`src/rtl/misaligned_load_unit.sv`:
```
// Load-data unit between MEM and the data-memory port: extracts and extends
// byte/half/word/dword loads, splitting boundary-crossing loads into two reads.
//
// state | meaning
// IDLE  | ready for a request
// RD0   | reading the aligned word holding the first byte
// RD1   | reading the next aligned word (crossing loads only)
// RESP  | one-cycle response pulse
module misaligned_load_unit #(
  parameter int WIDTH         = 32,
  parameter bit MISALIGNED_EN = 1'b1
) (
  input  logic             clk,
  input  logic             rst_n,
  input  logic             req_valid,
  output logic             req_ready,
  input  logic [WIDTH-1:0] req_addr,
  input  logic [2:0]       req_funct3,
  output logic             mem_req_valid,
  output logic [WIDTH-1:0] mem_addr,
  input  logic             mem_ack,
  input  logic [WIDTH-1:0] mem_rdata,
  output logic             resp_valid,
  output logic [WIDTH-1:0] resp_data,
  output logic             resp_fault
);

  localparam int NB = WIDTH / 8;
  localparam int OB = $clog2(NB);

  typedef enum logic [1:0] {IDLE, RD0, RD1, RESP} state_t;

  state_t           state_q, state_d;
  logic [WIDTH-1:0] addr_q, addr_d;
  logic [2:0]       f3_q, f3_d;
  logic             cross_q, cross_d;
  logic [WIDTH-1:0] lo_q, lo_d;
  logic [WIDTH-1:0] resp_data_q, resp_data_d;
  logic             resp_fault_q, resp_fault_d;

  logic [3:0]       req_size;
  logic [4:0]       req_end;
  logic             req_cross;
  logic             req_illegal;
  logic [WIDTH-1:0] aligned;
  logic [WIDTH-1:0] lo_src, hi_src;
  logic [OB+2:0]    shamt;
  logic [WIDTH-1:0] raw;
  logic [WIDTH-1:0] mask;
  logic             top_bit;
  logic [WIDTH-1:0] ext;

  // Request decode: size is 1 << funct3[1:0]; crossing when the last byte
  // falls past the end of the aligned word.
  always_comb begin
    req_size    = 4'd1 << req_funct3[1:0];
    req_end     = 5'(req_addr[OB-1:0]) + 5'(req_size);
    req_cross   = req_end > 5'(NB);
    req_illegal = (req_funct3 == 3'b111) ||
                  ((WIDTH == 32) && ((req_funct3 == 3'b011) || (req_funct3 == 3'b110)));
  end

  // Merge the two words and extend. In RD0 the low word comes straight from
  // memory so a non-crossing load finishes in the ack cycle.
  always_comb begin
    aligned = {addr_q[WIDTH-1:OB], {OB{1'b0}}};
    lo_src  = (state_q == RD0) ? mem_rdata : lo_q;
    hi_src  = (state_q == RD1) ? mem_rdata : '0;
    shamt   = {addr_q[OB-1:0], 3'b000};
    raw     = WIDTH'({hi_src, lo_src} >> shamt);
    case (f3_q[1:0])
      2'b00: begin
        mask    = WIDTH'(8'hFF);
        top_bit = raw[7];
      end
      2'b01: begin
        mask    = WIDTH'(16'hFFFF);
        top_bit = raw[15];
      end
      2'b10: begin
        mask    = WIDTH'(32'hFFFF_FFFF);
        top_bit = raw[31];
      end
      default: begin
        mask    = '1;
        top_bit = raw[WIDTH-1];
      end
    endcase
    ext = (raw & mask) | ({WIDTH{top_bit & ~f3_q[2]}} & ~mask);
  end

  always_ff @(posedge clk) begin
    if (!rst_n) begin
      state_q      <= IDLE;
      addr_q       <= '0;
      f3_q         <= '0;
      cross_q      <= 1'b0;
      lo_q         <= '0;
      resp_data_q  <= '0;
      resp_fault_q <= 1'b0;
    end else begin
      state_q      <= state_d;
      addr_q       <= addr_d;
      f3_q         <= f3_d;
      cross_q      <= cross_d;
      lo_q         <= lo_d;
      resp_data_q  <= resp_data_d;
      resp_fault_q <= resp_fault_d;
    end
  end

  always_comb begin
    state_d      = state_q;
    addr_d       = addr_q;
    f3_d         = f3_q;
    cross_d      = cross_q;
    lo_d         = lo_q;
    resp_data_d  = resp_data_q;
    resp_fault_d = resp_fault_q;
    case (state_q)
      IDLE: begin
        if (req_valid) begin
          addr_d  = req_addr;
          f3_d    = req_funct3;
          cross_d = req_cross;
          if (req_illegal || (req_cross && !MISALIGNED_EN)) begin
            state_d      = RESP;
            resp_data_d  = '0;
            resp_fault_d = 1'b1;
          end else begin
            state_d = RD0;
          end
        end
      end
      RD0: begin
        if (mem_ack) begin
          lo_d = mem_rdata;
          if (cross_q) begin
            state_d = RD1;
          end else begin
            state_d      = RESP;
            resp_data_d  = ext;
            resp_fault_d = 1'b0;
          end
        end
      end
      RD1: begin
        if (mem_ack) begin
          state_d      = RESP;
          resp_data_d  = ext;
          resp_fault_d = 1'b0;
        end
      end
      default: state_d = IDLE;
    endcase
  end

  always_comb begin
    req_ready     = (state_q == IDLE);
    mem_req_valid = (state_q == RD0) || (state_q == RD1);
    resp_valid    = (state_q == RESP);
    resp_data     = resp_data_q;
    resp_fault    = resp_fault_q;
    case (state_q)
      RD0:     mem_addr = aligned;
      RD1:     mem_addr = aligned + WIDTH'(NB);
      default: mem_addr = '0;
    endcase
  end

endmodule

```
`config.mk`:
```
export PLATFORM = sky130hd
export DESIGN_NAME = misaligned_load_unit
export DESIGN_NICKNAME = d
export VERILOG_FILES = /design/src/rtl/misaligned_load_unit.sv
export SDC_FILE = /design/constraint.sdc
export NUM_CORES = 1
export LEC_CHECK = 0
export ABC_AREA = 1
export CELL_PAD_IN_SITES_DETAIL_PLACEMENT = 1
export CELL_PAD_IN_SITES_GLOBAL_PLACEMENT = 1
export CORE_ASPECT_RATIO = 1.2
export CORE_MARGIN = 2
export CORE_UTILIZATION = 35
export DETAILED_ROUTE_END_ITERATION = 7
export PLACE_DENSITY = 0.92
export SYNTH_ARGS = -nofsm -noshare
export SYNTH_HDL_FRONTEND = slang
export SYNTH_SLANG_ARGS = --single-unit
```
`constraint.sdc`:
```
create_clock -name clk -period 2.07 [get_ports clk]
set_clock_uncertainty 0.1 [all_clocks]
set_input_delay 0.3105 -clock clk [delete_from_list [all_inputs] [get_ports clk]]
set_output_delay 0.3105 -clock clk [all_outputs]
set_load 0.03 [all_outputs]
```
==> summary.md, run 1 <==
| Metric | Value |
|---|---|
| Status | `aborted with a tool error` |
| Exit stage | `global routing` |
| Err | `[ERROR GRT-0232] Routing congestion too high. Check the congestion heatmap in the GUI.` |
| # clock sinks | `between 100 and 150` |
| CTS Hold Bufs | `0` |
| Largest net degree at the start of global routing | `43` |
| Simple-gate portion of the synthesized area | `0.3419` |
| Syn Inst Count | `1077` |
| Synth Area in Adders | `0.01825` |
| Async S/R FF share, synth | `0` |
| Ranking of synthesized cells by area | `dfxtp_1 (31%), nand2_1 (15%), o21ai_0 (9.9%)` |
| Total grt overflow | `28` |
| Synth Area in XOR/XNOR | `0.001331` |
| Worst EP post-GRT repair | `mem_addr[25]` |
| DP Wirelength | `roughly 22000 um` |
| Chip width | `129.2 um` |
| Area leader, netlist | `dfxtp_1` |
| Post-synthesis mux area share | `0` |
| Synthesized cell area | `0.006580 mm2` |
| Synth Area in Compound Gates | `0.2238` |
| CTS Buffer Depth | `2` |
| Top FF cell, synth | `dfxtp_1` |
| H-tree levels | `3` |
| Syn avg cell area | `6.110 um2` |
| Post-synth top area share | `0.3134` |
| Row cnt | `54` |
| Port Buffers | `between 100 and 150` |
| Largest family of logic cells by synthesized area | `simple AND/OR/NAND/NOR gates` |
| GPL Wtd Cong | `~0.99` |
| EDFF count, synth | `0` |
| Fraction of the yosys area taken by sequential cells | `0.3134` |
| WEP type | `output port` |
| Tot GR Track Use | `0.6898` |
| Initial core utilization | `0.3594` |
| Num CTS Buffers | `9` |
| I/O pins | `approximately 140` |
| YS warnings | `0` |
| Placed Instances | `between 1500 and 2000` |
| Netlist cell types | `44` |
| Die H | `154.2 um` |
| Synthesized flop and latch total | `103` |
| Root buffer cell | `clkbuf_16` |
[cell usage after synthesis, drive strengths merged (3+ instances only)]
master  count
nand2     268
nor2      153
o21ai     134
a21oi     119
dfxtp     103
inv        80
nand3      80
buf        36
clkbuf     34
or2        14
nor3        9
ha          8
o211ai      7
nand3b      6
a31oi       5
a221oi      4
nand4       4
o21bai      3
[through the flow]
step | setup TNS (ns) | utilization | area [um2] | setup slack [ns] | hold slack (ns)
after CTS | -7.554 | 0.6009 | 11000 | -0.3718 | 0.3581
after detailed placement | -5.122 | 0.5016 | 9184 | -0.2175 | 0.3409
after global placement | -0.9225 | 0.5016 | 9184 | -0.1140 | 0.3351
after floorplan | -1.590 | - | 6862 | -0.1346 | 0.3244
[cells by family after synthesis]
| group | after synthesis |
|---|---|
| fa+ha+maj | 9 |
| other cells | 1 |
| simple gates | 536 |
| buf+inv | 151 |
| flops | 103 |
| xor+xnor | 1 |
| compound gates | 276 |
[repair_timing]
action                                  CTS
cloned                                    4
pin swaps                               105
setup buffers                            34
endpoints found under the setup margin   60
resized for setup                       353
hold endpoints to repair                  0
[layer usage]
metal	track usage	overflow
met1	0.6708	0
met2	0.8815	13
met3	0.5251	0
met4	0.6915	15
met5	0.1688	0
==> inputs of run 2 (changes only) <==
==> config.mk (replaced) <==
export PLATFORM = sky130hd
export DESIGN_NAME = misaligned_load_unit
export DESIGN_NICKNAME = d
export VERILOG_FILES = /design/src/rtl/misaligned_load_unit.sv
export SDC_FILE = /design/constraint.sdc
export NUM_CORES = 1
export LEC_CHECK = 0
export ABC_AREA = 1
export CORE_MARGIN = 2
export CORE_UTILIZATION = 34
export DETAILED_ROUTE_END_ITERATION = 7
export PLACE_DENSITY_LB_ADDON = 0.15
export SYNTH_ARGS = -nofsm -noshare
export SYNTH_HDL_FRONTEND = slang
export SYNTH_SLANG_ARGS = --single-unit
==> run 2 against run 1 <==
The flow now finishes, with violations (setup timing). Synthesized cell count did not move. Area after synthesis did not move.
==> summary.md, run 2 <==
| Metric | Value |
|---|---|
| Int Power | `7.608 mW` |
| RR Endpoint | `resp_data[9]` |
| Crit-path max cell delay | `about 0.36 ns` |
| RSZ-0062 raised after global routing | `true` |
| Max-Cap Viols | `0` |
| Peak supply drop | `0.001036 V` |
| Worst Tran Pin Value | `0.6235 ns` |
| Fin cells | `1601` |
| Kind of end point of the critical path | `primary output` |
| Row cnt | `50 (was 54)` |
| DP Worst Slack | `-0.1473 ns (was -0.2175 ns)` |
| Setup crit end | `mem_addr[19]` |
| Min Tclk post-route | `2.490 ns` |
| YS warnings | `0 (unchanged)` |
| Most frequent cells in the layout | `nand2_1 (218), buf_4 (133), nor2_1 (128)` |
| Peak fanout along the critical path | `3` |
| Comb pwr share | `0.679` |
| GPL Wtd Cong | `0.9012 (was 0.9944)` |
| Fillers | `1748` |
| # setup viols final | `33` |
| Fmax | `401.5 MHz` |
| HP Class | `in -> reg` |
| Share of power burned in registers | `0.198` |
| Slowest CP cell | `dfxtp_2` |
| Layout cells sized above 1 | `0.3520` |
| Pleak | `4.499 nW` |
| DR WL/cell | `16.17 um` |
| N_diodes | `0` |
| Syn avg cell area | `6.110 um2 (unchanged)` |
| Initial core utilization | `0.3494 (was 0.3594)` |
| Placed Instances | `1533 (was 1518)` |
| Largest net degree at the start of global routing | `57` |
| Drt first-iter violations | `505` |
| Tot GR Track Use | `0.2412` |
| Initial antenna violation count | `0` |
| Root buffer cell | `clkbuf_16 (unchanged)` |
| Via count | `8120` |
| Die area | `0.02048 mm2` |
| PD cells | `roughly 1300 mW/mm2` |
| Most common cell in the netlist | `nand2_1 (unchanged)` |
| Area leader, netlist | `dfxtp_1 (unchanged)` |
| Final setup margin | `-0.4204 ns` |
| First drt pass iteration count | `5` |
| Port Buffers | `136 (unchanged)` |
| Crit path from | `addr_q[3]` |
| Status | `finished, violations left (was aborted with a tool error)` |
| Layout Nets | `around 1400` |
| First-pass GRT wire length | `39230 um` |
| Design Power | `14.31 mW` |
| Register Area | `0.002097 mm2` |
| Ranking of synthesized cells by area | `dfxtp_1 (31%), nand2_1 (15%), o21ai_0 (9.9%) (unchanged)` |
| Final wirelength | `25890 um` |
| Setup CP Type | `reg -> out` |
| Worst Path Arrival | `2.08 ns` |
| Routed Antenna Nets | `0` |
| Syn Inst Count | `1077 (unchanged)` |
| CP required | `1.66 ns` |
| Clock Latency Late Sink | `0.36 ns` |
| Fraction of the yosys area taken by sequential cells | `0.3134 (unchanged)` |
| # clock sinks | `103 (unchanged)` |
| Fin. max-slew vios | `0` |
| Failing checks | `setup timing` |
| Area of the multi-input gates | `0.004887 mm2` |
| R2R cell count | `14` |
| Synthesized flop and latch total | `103 (unchanged)` |
| Slew HR | `0.5838` |
| Setup TNS | `-7.659 ns` |
| Synthesized cell area | `0.006580 mm2 (unchanged)` |
| Critical Path Most Common Cell | `buf_6` |
| Num CTS Buffers | `9 (unchanged)` |
| Switching share of power | `0.4684` |
| Core Footprint | `0.01883 mm2` |
| Post-synth top area share | `0.3134 (unchanged)` |
| Synth top cells by count | `nand2_1 (262), nor2_1 (149), o21ai_0 (130) (unchanged)` |
| Reg-to-Reg Start | `state_q[1]` |
| P&R area growth vs syn | `68.64%` |
| Total grt overflow | `0` |
| CTS tree | `built` |
| Flop-to-flop setup slack | `-0.07 ns` |
| Vias per Instance | `5.072` |
| Die H | `143.1 um (was 154.2 um)` |
| EDFF count, synth | `0 (unchanged)` |
| Chip width | `143.1 um (was 129.2 um)` |
| Final hold viol count | `0` |
| Netlist cell types | `44 (unchanged)` |
| Crit-path cells | `buf_4 -> inv_1 -> nor3_2 -> nand2_2 -> buf_6 -> nor3_4 -> o21ai_2 -> a21oi_4 -> buf_6` |
| Async S/R FF share, synth | `0 (unchanged)` |
| Residual DRC | `0` |
| Clock Power Share | `0.123` |
| I/O pins | `139 (unchanged)` |
| CTS Hold Bufs | `0 (unchanged)` |
| NetSw | `6.705 mW` |
| Vias in the first global route | `approximately 7300` |
| Util after Layout | `0.5893` |
| Clock-pin slew on the worst setup and hold paths | `about 0.08 ns` |
| Top FF cell, synth | `dfxtp_1 (unchanged)` |
| Commonest non-fill, non-tap cell in the layout | `nand2_1` |
| CTS Buffer Depth | `2 (unchanged)` |
| Period utilization | `1.203` |
| H-tree levels | `3 (unchanged)` |
| DP Wirelength | `18040 um (was 22380 um)` |
| Setup crit start kind | `flip-flop` |
-- run 2: cell counts after synthesis --
Identical to the previous run, type by type.
-- run 2: layout make-up --
class,count,share of cell area
repair inverters,1,0.001466
clock inverters,7,0.006201
well taps,260,0.02932
repair buffers,316,0.2828
multi-input cells,824,0.4404
flip-flops and latches,103,0.1890
inverters,81,0.03056
clock buffers,9,0.02030
-- run 2: worst min-delay path by stage --
stage,end,slack [ns],start,cells after the start
finish,resp_data[25],0.26,rst_n,3
global route,resp_data[25],0.28,rst_n,3
CTS,resp_data[25],0.24,rst_n,3
detailed placement,lo_q[16],0.35,lo_q[16],2
global placement,lo_q[16],0.34,lo_q[16],2
floorplan,lo_q[17],0.32,lo_q[17],2
-- run 2: cell families (layout without fill, tap and decap cells) --
kind of cell / Yosys count / count (layout) / synth area share
fa+ha+maj: 9 / 9 / 0.01826
simple gates: 536 / 536 / 0.3419
buf+inv: 151 / 414 / 0.1008
xor+xnor: 1 / 1 / 0.001331
flops: 103 / 103 / 0.3134
other cells: 1 / 2 / 0.0005699
compound gates: 276 / 276 / 0.2238
-- run 2: what timing repair did --
action / 4_1_cts / 5_1_grt
pin swaps: 56 / 65
setup endpoints to repair: 58 / 60
gates cloned: 2 / 3
gates resized for setup: 178 / 166
setup buffers: 28 / 25
-- run 2: worst max-delay path, delay by kind of cell (launching register included) --
family	cells	cell delay, ns
AND/OR/NAND/NOR	3	0.60
buffers and inverters	4	0.52
flip-flops	1	0.36
AO/OA/AOI/OAI	2	0.24
-- run 2: metal layers --
metal / vias to the layer above / global-route usage / wire, um / share of wire
li1: 4048 / - / - / -
met1: 3761 / 0.3677 / 12640 / 0.49
met2: 262 / 0.3526 / 11300 / 0.44
met3: 49 / 0.02817 / 1364 / 0.053
met4: 0 / 0.06983 / 588 / 0.023
met5: - / 0 / 0 / 0
-- run 2: power groups by stage --
stage               Clock (mW)  Combinational [mW]  Sequential [mW]
CTS                       1.80                8.60             2.81
global route              1.86                10.4             2.89
global placement             0                7.63             2.79
finish                    1.76                9.72             2.84
detailed placement           0                7.65             2.79
floorplan                    0                4.34             2.99
-- run 2: metrics by stage --
| step | hold slack [ns] | instance area (um2) |
|---|---|---|
| after floorplan | 0.3244 | 6862 |
| after global placement | 0.3390 | 9271 |
| after detailed placement | 0.3469 | 9271 |
| after CTS | 0.2365 | 10380 |
| after global routing | 0.2838 | 11100 |
| final | 0.2595 | 11100 |
Note: power is estimated with default switching activity, not from simulation.
